$ cat src/rtl/stfq_rank_computer.sv
// stfq_rank_computer
// Start-Time Fair Queueing rank computation placed directly in front of the
// flow PIFO. Each accepted packet gets rank = max(virtual_time, last_finish[f]).
// The flow's finish tag then advances by length >> shift[f] and saturates
// instead of wrapping. Virtual time follows the PIFO's dequeue priority and
// never moves backwards. The result is presented through a single registered
// valid/ready stage.
module stfq_rank_computer #(
  parameter int NUM_FLOWS      = 16,
  parameter int PRIORITY_WIDTH = 16,
  parameter int LENGTH_WIDTH   = 11,
  parameter int POINTER_WIDTH  = 10,
  parameter int SHIFT_WIDTH    = 4,
  localparam int FLOW_W        = (NUM_FLOWS > 1) ? $clog2(NUM_FLOWS) : 1
) (
  input  logic                      clk,
  input  logic                      reset,
  // arriving packet
  input  logic                      i__pkt_valid,
  input  logic [FLOW_W-1:0]         i__pkt_flow_id,
  input  logic [LENGTH_WIDTH-1:0]   i__pkt_length,
  input  logic [POINTER_WIDTH-1:0]  i__pkt_pointer,
  output logic                      o__pkt_ready,
  // PIFO enqueue interface
  output logic                      o__enq_valid,
  output logic [FLOW_W-1:0]         o__enq_flow_id,
  output logic [PRIORITY_WIDTH-1:0] o__enq_priority,
  output logic [POINTER_WIDTH-1:0]  o__enq_pointer,
  input  logic                      i__enq_ready,
  // PIFO dequeue feedback
  input  logic                      i__deq_valid,
  input  logic [PRIORITY_WIDTH-1:0] i__deq_priority,
  // weight configuration
  input  logic                      i__cfg_valid,
  input  logic [FLOW_W-1:0]         i__cfg_flow_id,
  input  logic [SHIFT_WIDTH-1:0]    i__cfg_shift,
  output logic                      o__saturated
);

  // Per-flow state. Both arrays are flops, so they can be read
  // combinationally in the same cycle the packet arrives.
  logic [PRIORITY_WIDTH-1:0] last_finish [NUM_FLOWS];
  logic [SHIFT_WIDTH-1:0]    shift       [NUM_FLOWS];
  logic [PRIORITY_WIDTH-1:0] virtual_time;

  logic                      accept;
  logic                      pkt_in_range;
  logic                      cfg_in_range;
  logic [PRIORITY_WIDTH-1:0] cur_tag;
  logic [SHIFT_WIDTH-1:0]    cur_shift;
  logic [PRIORITY_WIDTH-1:0] start_tag;
  logic [PRIORITY_WIDTH-1:0] cost;
  logic [PRIORITY_WIDTH:0]   finish_wide;
  logic                      tag_overflow;
  logic [PRIORITY_WIDTH-1:0] finish_tag;

  // Flow ids can exceed NUM_FLOWS only when NUM_FLOWS is not a power of two.
  // Such packets bypass the tag array, and config writes to them are dropped.
  assign pkt_in_range = ({{(32-FLOW_W){1'b0}}, i__pkt_flow_id} < 32'(NUM_FLOWS));
  assign cfg_in_range = ({{(32-FLOW_W){1'b0}}, i__cfg_flow_id} < 32'(NUM_FLOWS));

  // The input is free when the output slot is empty or is draining this cycle.
  assign o__pkt_ready = ~o__enq_valid | i__enq_ready;
  assign accept       = i__pkt_valid & o__pkt_ready;

  // Compute the start tag, cost and saturating finish tag from current register values.
  always_comb begin
    // NOTE: every always_comb output gets a default first so no path can infer a latch.
    cur_tag   = '0;
    cur_shift = '0;
    if (pkt_in_range) begin
      cur_tag   = last_finish[i__pkt_flow_id];
      cur_shift = shift[i__pkt_flow_id];
    end
    start_tag    = (pkt_in_range && (cur_tag > virtual_time)) ? cur_tag : virtual_time;
    cost         = PRIORITY_WIDTH'(i__pkt_length >> cur_shift);
    finish_wide  = {1'b0, start_tag} + {1'b0, cost};
    tag_overflow = finish_wide[PRIORITY_WIDTH];
    finish_tag   = tag_overflow ? '1 : finish_wide[PRIORITY_WIDTH-1:0];
  end

  // Output stage: load on accept, drop when drained, hold while stalled.
  always_ff @(posedge clk or posedge reset) begin
    if (reset) begin
      o__enq_valid    <= 1'b0;
      o__enq_flow_id  <= '0;
      o__enq_priority <= '0;
      o__enq_pointer  <= '0;
    end else if (accept) begin
      // NOTE: registered state uses non-blocking assignments, so every block reads pre-edge values.
      o__enq_valid    <= 1'b1;
      o__enq_flow_id  <= i__pkt_flow_id;
      o__enq_priority <= start_tag;
      o__enq_pointer  <= i__pkt_pointer;
    end else if (i__enq_ready) begin
      o__enq_valid    <= 1'b0;
    end
  end

  // Update the accepted flow's finish tag at the same edge its rank is registered.
  always_ff @(posedge clk or posedge reset) begin
    if (reset) begin
      // NOTE: the tag array is reset explicitly because STFQ fairness relies on all flows starting at 0.
      for (int f = 0; f < NUM_FLOWS; f++) begin
        last_finish[f] <= '0;
      end
    end else if (accept && pkt_in_range) begin
      last_finish[i__pkt_flow_id] <= finish_tag;
    end
  end

  // Weight shift table. A write becomes visible starting in the next cycle.
  always_ff @(posedge clk or posedge reset) begin
    if (reset) begin
      for (int f = 0; f < NUM_FLOWS; f++) begin
        shift[f] <= '0;
      end
    end else if (i__cfg_valid && cfg_in_range) begin
      shift[i__cfg_flow_id] <= i__cfg_shift;
    end
  end

  // Virtual time follows the largest dequeued priority seen so far.
  always_ff @(posedge clk or posedge reset) begin
    if (reset) begin
      virtual_time <= '0;
    end else if (i__deq_valid && (i__deq_priority > virtual_time)) begin
      virtual_time <= i__deq_priority;
    end
  end

  // Sticky flag that records any finish tag that clipped at the maximum value.
  always_ff @(posedge clk or posedge reset) begin
    if (reset) begin
      o__saturated <= 1'b0;
    end else if (accept && pkt_in_range && tag_overflow) begin
      o__saturated <= 1'b1;
    end
  end

endmodule

$ cat config.mk
export PLATFORM = sky130hd
export DESIGN_NAME = stfq_rank_computer
export DESIGN_NICKNAME = d
export VERILOG_FILES = /design/src/rtl/stfq_rank_computer.sv
export SDC_FILE = /design/constraint.sdc
export NUM_CORES = 1
export LEC_CHECK = 0
export BUFFER_PORTS_ARGS = -buffer_cell sky130_fd_sc_hd__buf_2
export CELL_PAD_IN_SITES_DETAIL_PLACEMENT = 1
export CELL_PAD_IN_SITES_GLOBAL_PLACEMENT = 2
export CORE_MARGIN = 4
export CORE_UTILIZATION = 38
export CTS_CLUSTER_DIAMETER = 60
export CTS_CLUSTER_SIZE = 10
export DETAILED_ROUTE_END_ITERATION = 10
export GPL_TIMING_DRIVEN = 0
export PLACE_DENSITY_LB_ADDON = 0.1
export SYNTH_ARGS = -nofsm -noshare
export SYNTH_HDL_FRONTEND = slang
export SYNTH_SLANG_ARGS = --single-unit
$ cat constraint.sdc
create_clock -name clk -period 14.9 [get_ports clk]
set_clock_uncertainty 0.05 [all_clocks]
set_input_delay 4.47 -clock clk [delete_from_list [all_inputs] [get_ports clk]]
set_output_delay 4.47 -clock clk [all_outputs]
set_load 0.03 [all_outputs]
==> metrics.md, run 1 <==
| Metric | Value |
|---|---|
| IO buf count | 87 |
| Core area | 45,800 µm² |
| Drt total wl | 51,600 µm |
| Crit path DAT | 13.99 ns |
| Synth warn | 0 |
| P_leak | 9.27 nW |
| RD Place Congestion | 0.822 |
| Die Area | 50,200 µm² |
| Postcts setup bufs | 0 |
| WP buf/inv | 10 |
| Cells after DPL | 2,214 |
| Fin nets | 1,761 |
| Gr ovfl total | 0 |
| Crit. End Element | register |
| Final worst path period need | 13.60 ns |
| Worst hold slack | 0.424 ns |
| CTS resizes | 0 |
| Period utilization | 0.913 |
| Synth Area per Inst | 11.6 µm² |
| Final setup viols | 0 |
| Largest net degree at the start of global routing | 124 |
| Worst ir drop on vdd | 0.119 mV |
| Vias | 12,300 |
| Cells after synthesis | 1,524 |
| Initial Util | 0.388 |
| Layout Cells excl Fill | 2,275 |
| Pre-CTS setup slack | 0.605 ns |
| Initial DRC Count | 547 |
| Setup TNS | 0 ns |
| Synth async-reset ratio | 1.00 |
| Mapped Area | 17,800 µm² |
| Hold/Removal Path Class | reg -> reg |
| Vias in the first global route | 13,300 |
| WS Path Type | in -> reg |
| DRC viols | 0 |
| Root Driver | clkbuf_16 |
| GRT Resource Usage Total | 0.209 |
| RSZ-0062 raised after global routing | false |
| P per Cell Area | 232 nW/µm² |
| Global-route wire length before repair | 81,200 µm |
| Final Hold Vio Count | 0 |
| Area delta synth->final | 15.2% |
| CTS Hold Buffers Added | 0 |
| Post-Syn Nets | 1,623 |
| Status | complete, no violations |
| Library cells used by synthesis | 55 |
| Clock transition at the registers of the reported paths | 0.05 ns |
| Max Freq | 0.0735 GHz |
| DR vias/cell | 5.39 |
| Worst-path fanout max | 10 |
| Top sig layer | met4 |
| IO Pins | 88 |
| CP peak stage delay | 0.97 ns |
| Top FF cell, synth | dfrtp_1 |
| Initial antenna violation count | 1 |
| Max-cap violations | 0 |
| Final instance area | 20,500 µm² |
| Number of buffers created by CTS | 46 |
| H-Tree Depth | 2 |
| M1 WL | 24,700 µm |
| Synth Register Bits | 368 |
| N_diodes | 0 |
| Slew Viols, Final | 0 |
| Post-synthesis sequential area ratio | 0.519 |
| CP max stage cell | a211oi_1 |
| Worst-Margin Slew | 1.16 ns |
| Antenna Nets Post-Route | 0 |
| Clk_lat worst skew | 0.58 ns |
| CP top delay family | buffers and inverters |
| Met3 wire len | 1510 µm |
| Die height | 224 µm |
| Post-DP Area | 19,000 µm² |
| Row Count | 78 |
| Drt pass-1 iters | 4 |
| Layout cells sized above 1 | 0.257 |
| Startpoint type of the worst setup path | primary input |
| Routed wl met2 | 24,000 µm |
| WP data required | 15.29 ns |
| CTS tree | built |
| Relative slew slack | 0.224 |
| Post-DR wirelength/cell | 22.7 µm |
| Dpl hpwl | 39,300 µm |
| Die W | 224 µm |
| CTS max path bufs | 3 |
| Number of synthesized flops with an enable pin | 0 |
| Most frequent CP cell | buf_2 |
| Sink Count | 368 |
| Post-route setup slack | 1.30 ns |
[final cells by class]
cell class | count | area [µm²]
Buffer | 96 | 415
Clock buffer | 50 | 1190
Clock inverter | 11 | 235
Fill cell | 4999 | 25300
Inverter | 28 | 113
Multi-Input combinational cell | 1032 | 8020
Sequential cell | 368 | 9210
Tap cell | 600 | 751
Timing Repair Buffer | 90 | 518
[report_power, final]
group	switching, W	internal (W)
logic	0.00129	0.000753
registers	0.000215	0.00140
clock network	0.000427	0.000667
total	0.00193	0.00282
[path summary, 6_finish.rpt]
kind | cells past startpoint | end | from | slack (ns)
hold reg to reg | 2 | o__enq_priority[4] | o__enq_priority[4] | 0.42
setup / recovery | 28 | last_finish[100] | i__pkt_flow_id[1] | 1.30
max in group asynchronous | 5 | last_finish[169] | reset | 9.03
setup reg to reg | 23 | last_finish[100] | last_finish[71] | 7.06
min in group asynchronous | 2 | o__enq_pointer[0] | reset | 3.85
hold / removal | 2 | o__enq_priority[4] | o__enq_priority[4] | 0.42
[per-layer routing]
layer / vias up / global-route usage
li1: 5680 / -
met1: 6360 / 0.299
met2: 149 / 0.334
met3: 70 / 0.0317
met4: 0 / 0.0587
met5: - / 0
[Yosys cell counts (2+ instances only)]
| master | instances | area (µm²) |
|---|---|---|
| o21a_1 | 10 | 75.1 |
| o21ai_1 | 92 | 460 |
| nand4_1 | 7 | 43.8 |
| mux2i_1 | 16 | 160 |
| a21oi_1 | 31 | 155 |
| and2_1 | 5 | 31.3 |
| nand2b_1 | 11 | 68.8 |
| nor2_1 | 34 | 128 |
| buf_2 | 23 | 115 |
| o211ai_1 | 3 | 22.5 |
| a21o_1 | 8 | 60.1 |
| mux2_2 | 147 | 1660 |
| and3_1 | 2 | 12.5 |
| o32a_1 | 2 | 20.0 |
| mux4_2 | 96 | 2160 |
| a211oi_1 | 7 | 52.6 |
| or2_2 | 3 | 18.8 |
| buf_1 | 8 | 30.0 |
| or4_1 | 2 | 15.0 |
| ha_1 | 43 | 538 |
| dfrtp_1 | 368 | 9210 |
| inv_1 | 28 | 105 |
| nand2_1 | 317 | 1190 |
| nor2b_1 | 11 | 68.8 |
| clkbuf_1 | 59 | 221 |
| o21ai_0 | 125 | 626 |
| nand3b_1 | 2 | 15.0 |
| o22ai_1 | 4 | 25.0 |
| xor2_1 | 2 | 17.5 |
| buf_4 | 5 | 37.5 |
| nand3_1 | 14 | 70.1 |
| or3_1 | 4 | 25.0 |
| a22oi_1 | 9 | 67.6 |
| xnor2_1 | 4 | 35.0 |
| a21oi_2 | 2 | 17.5 |
[through the flow]
step | total power, W | utilization
finish | 0.00475 | 0.447
global route | 0.00512 | 0.447
CTS | 0.00481 | 0.447
detailed placement | 0.00369 | 0.416
global placement | 0.00361 | 0.414
floorplan | 0.00298 | -
[tightest hold or removal path: cells and delay by family (launching register included)]
kind | cells | cell delay, ns
and+or+nand+nor | 2 | 0.10
DFF | 1 | 0.34
[registers in the layout (all words and copies together) (netlist names)]
signal	count
o__saturated	1
last_finish	256
o__enq_flow_id	4
shift	64
virtual_time	16
o__enq_pointer	10
o__enq_priority	16
o__enq_valid	1
[cells by family after synthesis]
kind of cell               share of synthesized area
DFF                                            0.519
AOI/OAI and AO/OA                             0.0961
adders and majority gates                     0.0314
muxes                                          0.224
and+or+nand+nor                               0.0975
buffers and inverters                         0.0293
xor gates and xnor gates                     0.00296
[cell usage in the layout (no fill, tap or decap), types with 6 or more instances in the layout]
cell type  count
a211oi_1       7
a21o_1         8
a21oi_1       31
a22oi_1        9
buf_1          8
buf_2        110
bufinv_16      6
clkbuf_1      62
clkbuf_16     47
dfrtp_1      368
ha_1          43
inv_1         27
mux2_2       147
mux2i_1       16
mux4_2        96
nand2_1      317
nand2b_1      11
nand3_1       14
nand4_1        7
nor2_1        34
nor2b_1       11
o21a_1        10
o21ai_0      125
o21ai_1       92
(Power assumes the default switching activity.)
==> inputs of run 2 (changes only) <==
CORE_UTILIZATION = 39   (was 38)
CTS_BUF_LIST = sky130_fd_sc_hd__clkbuf_4   (was not set)
SKIP_LAST_GASP = 1   (was not set)
==> metrics.md, run 2 (same netlist as run 1, synthesis figures left out) <==
| Metric | Value |
|---|---|
| Status | complete, no violations (unchanged) |
| Final instance area | 19,500 µm² (was 20,500 µm²) |
| CTS resizes | 0 (unchanged) |
| CTS tree | built (unchanged) |
| Worst-Margin Slew | 1.17 ns (was 1.16 ns) |
| Drt pass-1 iters | 4 (unchanged) |
| Die height | 221 µm (was 224 µm) |
| Sink Count | 368 (unchanged) |
| Initial DRC Count | 533 (was 547) |
| Setup TNS | 0 ns (unchanged) |
| P_leak | 8.83 nW (was 9.27 nW) |
| Post-DR wirelength/cell | 21.9 µm (was 22.7 µm) |
| Switching Fraction | 0.438 (was 0.406) |
| Die Area | 49,000 µm² (was 50,200 µm²) |
| Clock share of power | 0.126 (was 0.230) |
| Root Driver | clkbuf_4 (was clkbuf_16) |
| Die W | 221 µm (was 224 µm) |
| Comb pwr share | 0.484 (was 0.429) |
| H-Tree Depth | 2 (unchanged) |
| Slew Viols, Final | 0 (unchanged) |
| Final Hold Vio Count | 0 (unchanged) |
| Biggest register | last_finish (unchanged) |
| Crit path from | i__pkt_flow_id[1] (unchanged) |
| Drt total wl | 49,700 µm (was 51,600 µm) |
| Area delta synth->final | 9.63% (was 15.2%) |
| Core area | 44,600 µm² (was 45,800 µm²) |
| Worst ir drop on vdd | 0.0744 mV (was 0.119 mV) |
| CTS max path bufs | 3 (unchanged) |
| Reg-to-reg startpoint | last_finish[71] (unchanged) |
| Fin nets | 1,759 (was 1,761) |
| WS Path Type | in -> reg (unchanged) |
| Vias | 12,200 (was 12,300) |
| Max Freq | 0.0772 GHz (was 0.0735 GHz) |
| Post-DP Area | 19,000 µm² (about the same) |
| Final setup viols | 0 (unchanged) |
| Hold/Removal Path Class | reg -> reg (unchanged) |
| Layout cells sized above 1 | 0.256 (was 0.257) |
| DR vias/cell | 5.39 (about the same) |
| IO buf count | 87 (unchanged) |
| Final worst path period need | 12.95 ns (was 13.60 ns) |
| Worst-path fanout max | 10 (unchanged) |
| Commonest non-fill, non-tap cell in the layout | dfrtp_1 (unchanged) |
| Vias in the first global route | 13,400 (was 13,300) |
| Global-route wire length before repair | 79,800 µm (was 81,200 µm) |
| Internal cell power | 0.00232 W (was 0.00282 W) |
| Initial Util | 0.398 (was 0.388) |
| Reg power frac | 0.390 (was 0.341) |
| Relative slew slack | 0.216 (was 0.224) |
| Most frequent cells in the layout | dfrtp_1, nand2_1, mux2_2 (unchanged) |
| Clk_lat worst skew | 0.85 ns (was 0.58 ns) |
| Antenna Nets Post-Route | 0 (unchanged) |
| Dpl hpwl | 37,600 µm (was 39,300 µm) |
| CTS Hold Buffers Added | 0 (unchanged) |
| Number of buffers created by CTS | 44 (was 46) |
| Initial antenna violation count | 3 (was 1) |
| Clock transition at the registers of the reported paths | 0.11 ns (was 0.05 ns) |
| WP data required | 15.57 ns (was 15.29 ns) |
| RSZ-0062 raised after global routing | false (unchanged) |
| Crit. End Element | register (unchanged) |
| IO Pins | 88 (unchanged) |
| Largest register FFs | 256 (unchanged) |
| Fillers | 4,885 (was 4,999) |
| Postcts setup bufs | 0 (unchanged) |
| Crit path DAT | 13.61 ns (was 13.99 ns) |
| Startpoint type of the worst setup path | primary input (unchanged) |
| Hold Startpoint | o__saturated (was o__enq_priority[4]) |
| Period utilization | 0.869 (was 0.913) |
| Max-cap violations | 0 (unchanged) |
| Biggest registers after layout | last_finish x256, shift x64 (unchanged) |
| DRC viols | 0 (unchanged) |
| P per Cell Area | 212 nW/µm² (was 232 nW/µm²) |
| GRT Resource Usage Total | 0.205 (was 0.209) |
| Row Count | 77 (was 78) |
| RD Place Congestion | 0.792 (was 0.822) |
| NetSw | 0.00181 W (was 0.00193 W) |
| Largest net degree at the start of global routing | 130 (was 124) |
| Gr ovfl total | 0 (unchanged) |
==> run 2: cell count changes in the layout (fill, tap and decap cells not counted) <==
cell,change
bufinv_16,-5
clkbuf_1,-3
clkbuf_16,-47
clkbuf_4,+48
clkinv_1,+2
clkinv_2,+2
clkinv_4,-2
clkinv_8,-2
clkinvlp_4,+2
diode_2,+5
inv_2,+1
==> run 2: worst max-delay path: stages <==
cell	delay [ns]
buf_2	0.14
buf_2	0.31
buf_2	0.38
clkbuf_1	0.64
clkbuf_1	0.77
mux4_2	0.47
mux4_2	0.57
ha_1	0.38
nand4_1	0.09
or4_1	0.48
o221ai_1	0.46
and2_1	0.23
buf_6	0.13
buf_2	0.25
buf_1	0.43
nand2_1	0.09
o21ai_0	0.15
ha_1	0.33
o21ai_0	0.17
a21oi_1	0.07
nor2_1	0.14
o21ai_0	0.19
a211oi_1	0.96
nor3_4	0.13
buf_4	0.24
nor2_1	0.41
buf_2	0.36
o21ai_1	0.11
==> run 2: power by group through the flow <==
stage	Clock (W)	Sequential, W	Combinational [W]
after global placement	0	0.00161	0.00196
after floorplan	0	0.00161	0.00137
after global routing	0.000598	0.00166	0.00224
after detailed placement	0	0.00163	0.00202
after CTS	0.000552	0.00161	0.00203
final	0.000519	0.00161	0.00200
==> run 2: cell type report <==
cell class | instances | area, µm² | area share
antenna | 5 | 12.5 | 0.000643
clock inverter | 9 | 71.3 | 0.00366
tap | 592 | 741 | 0.0381
inverter | 28 | 113 | 0.00579
multi-input combinational | 1032 | 8020 | 0.412
clock buffer | 48 | 360 | 0.0185
buffer | 96 | 415 | 0.0213
timing repair buffer | 90 | 518 | 0.0266
sequential | 368 | 9210 | 0.473
==> run 2: stage by stage <==
stage          cells  total power, W  utilization  setup slack [ns]  hold WS (ns)
4_1_cts         2263         0.00419        0.436              1.89         0.424
3_5_place_dp    2206         0.00365        0.426              1.00         0.400
6_report        2268         0.00412        0.436              1.95         0.418
3_3_place_gp    2203         0.00357        0.424             -4.38         0.390
2_1_floorplan   1524         0.00298            -             0.163         0.395
5_1_grt         2266         0.00450        0.436              1.50         0.460
==> run 2: metal layers <==
layer	wire length [µm]	track usage	vias to the layer above
li1	-	-	5713
met2	24100	0.346	171
met4	981	0.0461	0
met5	0	0	-
met1	22600	0.279	6275
met3	2020	0.0382	68
==> run 2: path summary, 6_finish.rpt <==
kind	end	slack, ns	depth (start not counted)
min in group asynchronous	shift[12]	3.63	2
hold / removal	o__saturated	0.42	1
setup / recovery	last_finish[83]	1.95	28
max in group asynchronous	last_finish[229]	9.67	4
hold reg to reg	o__saturated	0.42	1
setup reg to reg	last_finish[83]	7.43	23
==> inputs of run 3 (changes only) <==
MAX_ROUTING_LAYER = met4   (was not set)
==> metrics.md, run 3 (same netlist as run 1, synthesis figures left out) <==
| Metric | Value |
|---|---|
| Status | complete, no violations (unchanged) |
| Most frequent cells in the layout | dfrtp_1, nand2_1, mux2_2 (unchanged) |
| Drt pass-1 iters | 6 (was 4) |
| Crit. End Element | register (unchanged) |
| Biggest registers after layout | last_finish x256, shift x64 (unchanged) |
| Worst hold slack | 0.418 ns (about the same) |
| Antenna Nets Post-Route | 0 (unchanged) |
| Worst r2r path cells | 22 (was 23) |
| Worst ir drop on vdd | 0.0744 mV (about the same) |
| Root Driver | clkbuf_4 (unchanged) |
| Final setup viols | 0 (unchanged) |
| Period utilization | 0.868 (was 0.869) |
| Max-cap violations | 0 (unchanged) |
| Clock transition at the registers of the reported paths | 0.11 ns (about the same) |
| Slew Viols, Final | 0 (unchanged) |
| Crit path DAT | 13.60 ns (was 13.61 ns) |
| IO Pins | 88 (unchanged) |
| Hold Startpoint | o__saturated (unchanged) |
| Drt total wl | 49,700 µm (about the same) |
| Startpoint type of the worst setup path | primary input (unchanged) |
| P_leak | 8.83 nW (about the same) |
| Initial DRC Count | 493 (was 533) |
| Gr ovfl total | 0 (unchanged) |
| Largest net degree at the start of global routing | 130 (unchanged) |
| Core area | 44,600 µm² (unchanged) |
| Fillers | 4,887 (was 4,885) |
| Relative slew slack | 0.226 (was 0.216) |
| Final Hold Vio Count | 0 (unchanged) |
| Hold/Removal Path Class | reg -> reg (unchanged) |
| H-Tree Depth | 2 (unchanged) |
| RD Place Congestion | 0.804 (was 0.792) |
| Layout cells sized above 1 | 0.256 (unchanged) |
| Fin nets | 1,759 (unchanged) |
| Postcts setup bufs | 0 (unchanged) |
| Max Freq | 0.0773 GHz (was 0.0772 GHz) |
| Worst-path fanout max | 10 (unchanged) |
| Die Area | 49,000 µm² (unchanged) |
| CTS resizes | 0 (unchanged) |
| Hold EP | o__saturated (unchanged) |
| Sink Count | 368 (unchanged) |
| CTS max path bufs | 3 (unchanged) |
| Dpl hpwl | 37,600 µm (unchanged) |
| Initial Util | 0.398 (unchanged) |
| Biggest register | last_finish (unchanged) |
| Global-route wire length before repair | 79,800 µm (about the same) |
| Largest register FFs | 256 (unchanged) |
| Reg-to-reg endpoint | last_finish[53] (was last_finish[83]) |
| Worst-Margin Slew | 1.15 ns (was 1.17 ns) |
| GRT Resource Usage Total | 0.211 (was 0.205) |
| Hold Path Stages | 1 (unchanged) |
| RSZ-0062 raised after global routing | false (unchanged) |
| Number of buffers created by CTS | 44 (unchanged) |
| Clk_lat worst skew | 0.84 ns (was 0.85 ns) |
| Reg-to-reg startpoint | last_finish[71] (unchanged) |
| Post-DR wirelength/cell | 21.9 µm (about the same) |
| Final Core Density | 0.437 (was 0.436) |
| Die W | 221 µm (unchanged) |
| Area delta synth->final | 9.68% (was 9.63%) |
| CTS tree | built (unchanged) |
| DRC viols | 0 (unchanged) |
| Vias in the first global route | 13,400 (about the same) |
| Initial antenna violation count | 4 (was 3) |
| Die height | 221 µm (unchanged) |
| CTS Hold Buffers Added | 0 (unchanged) |
| IO buf count | 87 (unchanged) |
| DR vias/cell | 5.40 (was 5.39) |
| WP data required | 15.56 ns (was 15.57 ns) |
| Final worst path period need | 12.94 ns (was 12.95 ns) |
| WS Path Type | in -> reg (unchanged) |
| P per Cell Area | 212 nW/µm² (about the same) |
| Vias | 12,300 (was 12,200) |
| Commonest non-fill, non-tap cell in the layout | dfrtp_1 (unchanged) |
| Worst reg2reg setup slack | 7.40 ns (was 7.43 ns) |
| Row Count | 77 (unchanged) |
[run 3: changes by cell type in the layout (fill, tap and decap cells not counted), sizes merged]
cell / before / now
diode: 5 / 8
[run 3: worst max-delay path by stage]
stage | slack [ns] | cells after the start | startpoint | to
2_1_floorplan | 0.16 | 1 | reset | last_finish[0]
3_3_place_gp | -4.38 | 2 | reset | last_finish[117]
3_5_place_dp | 1.00 | 27 | i__pkt_flow_id[1] | last_finish[21]
4_1_cts | 1.89 | 27 | i__pkt_flow_id[1] | last_finish[21]
5_1_grt | 1.48 | 27 | i__pkt_flow_id[1] | last_finish[69]
6_report | 1.96 | 27 | i__pkt_flow_id[1] | last_finish[53]
[run 3: layout make-up]
class / count / area (µm²) / area share
diodes: 8 / 20.0 / 0.00103
plain buffers: 96 / 415 / 0.0213
inverters: 28 / 113 / 0.00578
multi-input cells: 1032 / 8020 / 0.412
flip-flops and latches: 368 / 9210 / 0.473
clock buffers: 48 / 360 / 0.0185
clock inverters: 9 / 71.3 / 0.00366
repair buffers: 90 / 518 / 0.0266
well taps: 592 / 741 / 0.0380
[run 3: metrics by stage]
step / instances / TNS, ns / power [W] / setup slack, ns / cell area [µm²]
floorplan: 1524 / 0 / 0.00298 / 0.163 / 17800
global placement: 2203 / -1580.80 / 0.00357 / -4.38 / 18900
detailed placement: 2206 / 0 / 0.00365 / 1.00 / 19000
CTS: 2263 / 0 / 0.00419 / 1.89 / 19500
global route: 2268 / 0 / 0.00450 / 1.48 / 19500
finish: 2271 / 0 / 0.00413 / 1.96 / 19500
[run 3: where the power goes]
part,internal (W),switching [W],total (W)
registers,0.00140,0.000212,0.00161
clock network,0.000169,0.000351,0.000520
logic,0.000752,0.00125,0.00200
[run 3: critical path, stage by stage]
cell	delay, ns
buf_2	0.14
buf_2	0.30
buf_2	0.37
clkbuf_1	0.66
clkbuf_1	0.75
mux4_2	0.47
mux4_2	0.57
ha_1	0.37
nand4_1	0.09
or4_1	0.48
o221ai_1	0.46
and2_1	0.22
buf_6	0.13
buf_2	0.25
buf_1	0.44
nand2_1	0.09
o21ai_0	0.15
ha_1	0.33
o21ai_0	0.17
a21oi_1	0.07
nor2_1	0.14
o21ai_0	0.19
a211oi_1	0.95
nor3_4	0.14
nor2b_1	0.52
clkbuf_1	0.43
o21ai_0	0.19
[run 3: layer usage]
| metal | track usage | vias to the layer above | part of all wire |
|---|---|---|---|
| met4 | 0.0463 | 0 | 0.018 |
| met1 | 0.278 | 6333 | 0.46 |
| met5 | - | - | 0 |
| li1 | - | 5714 | - |
| met3 | 0.0395 | 58 | 0.036 |
| met2 | 0.346 | 169 | 0.49 |
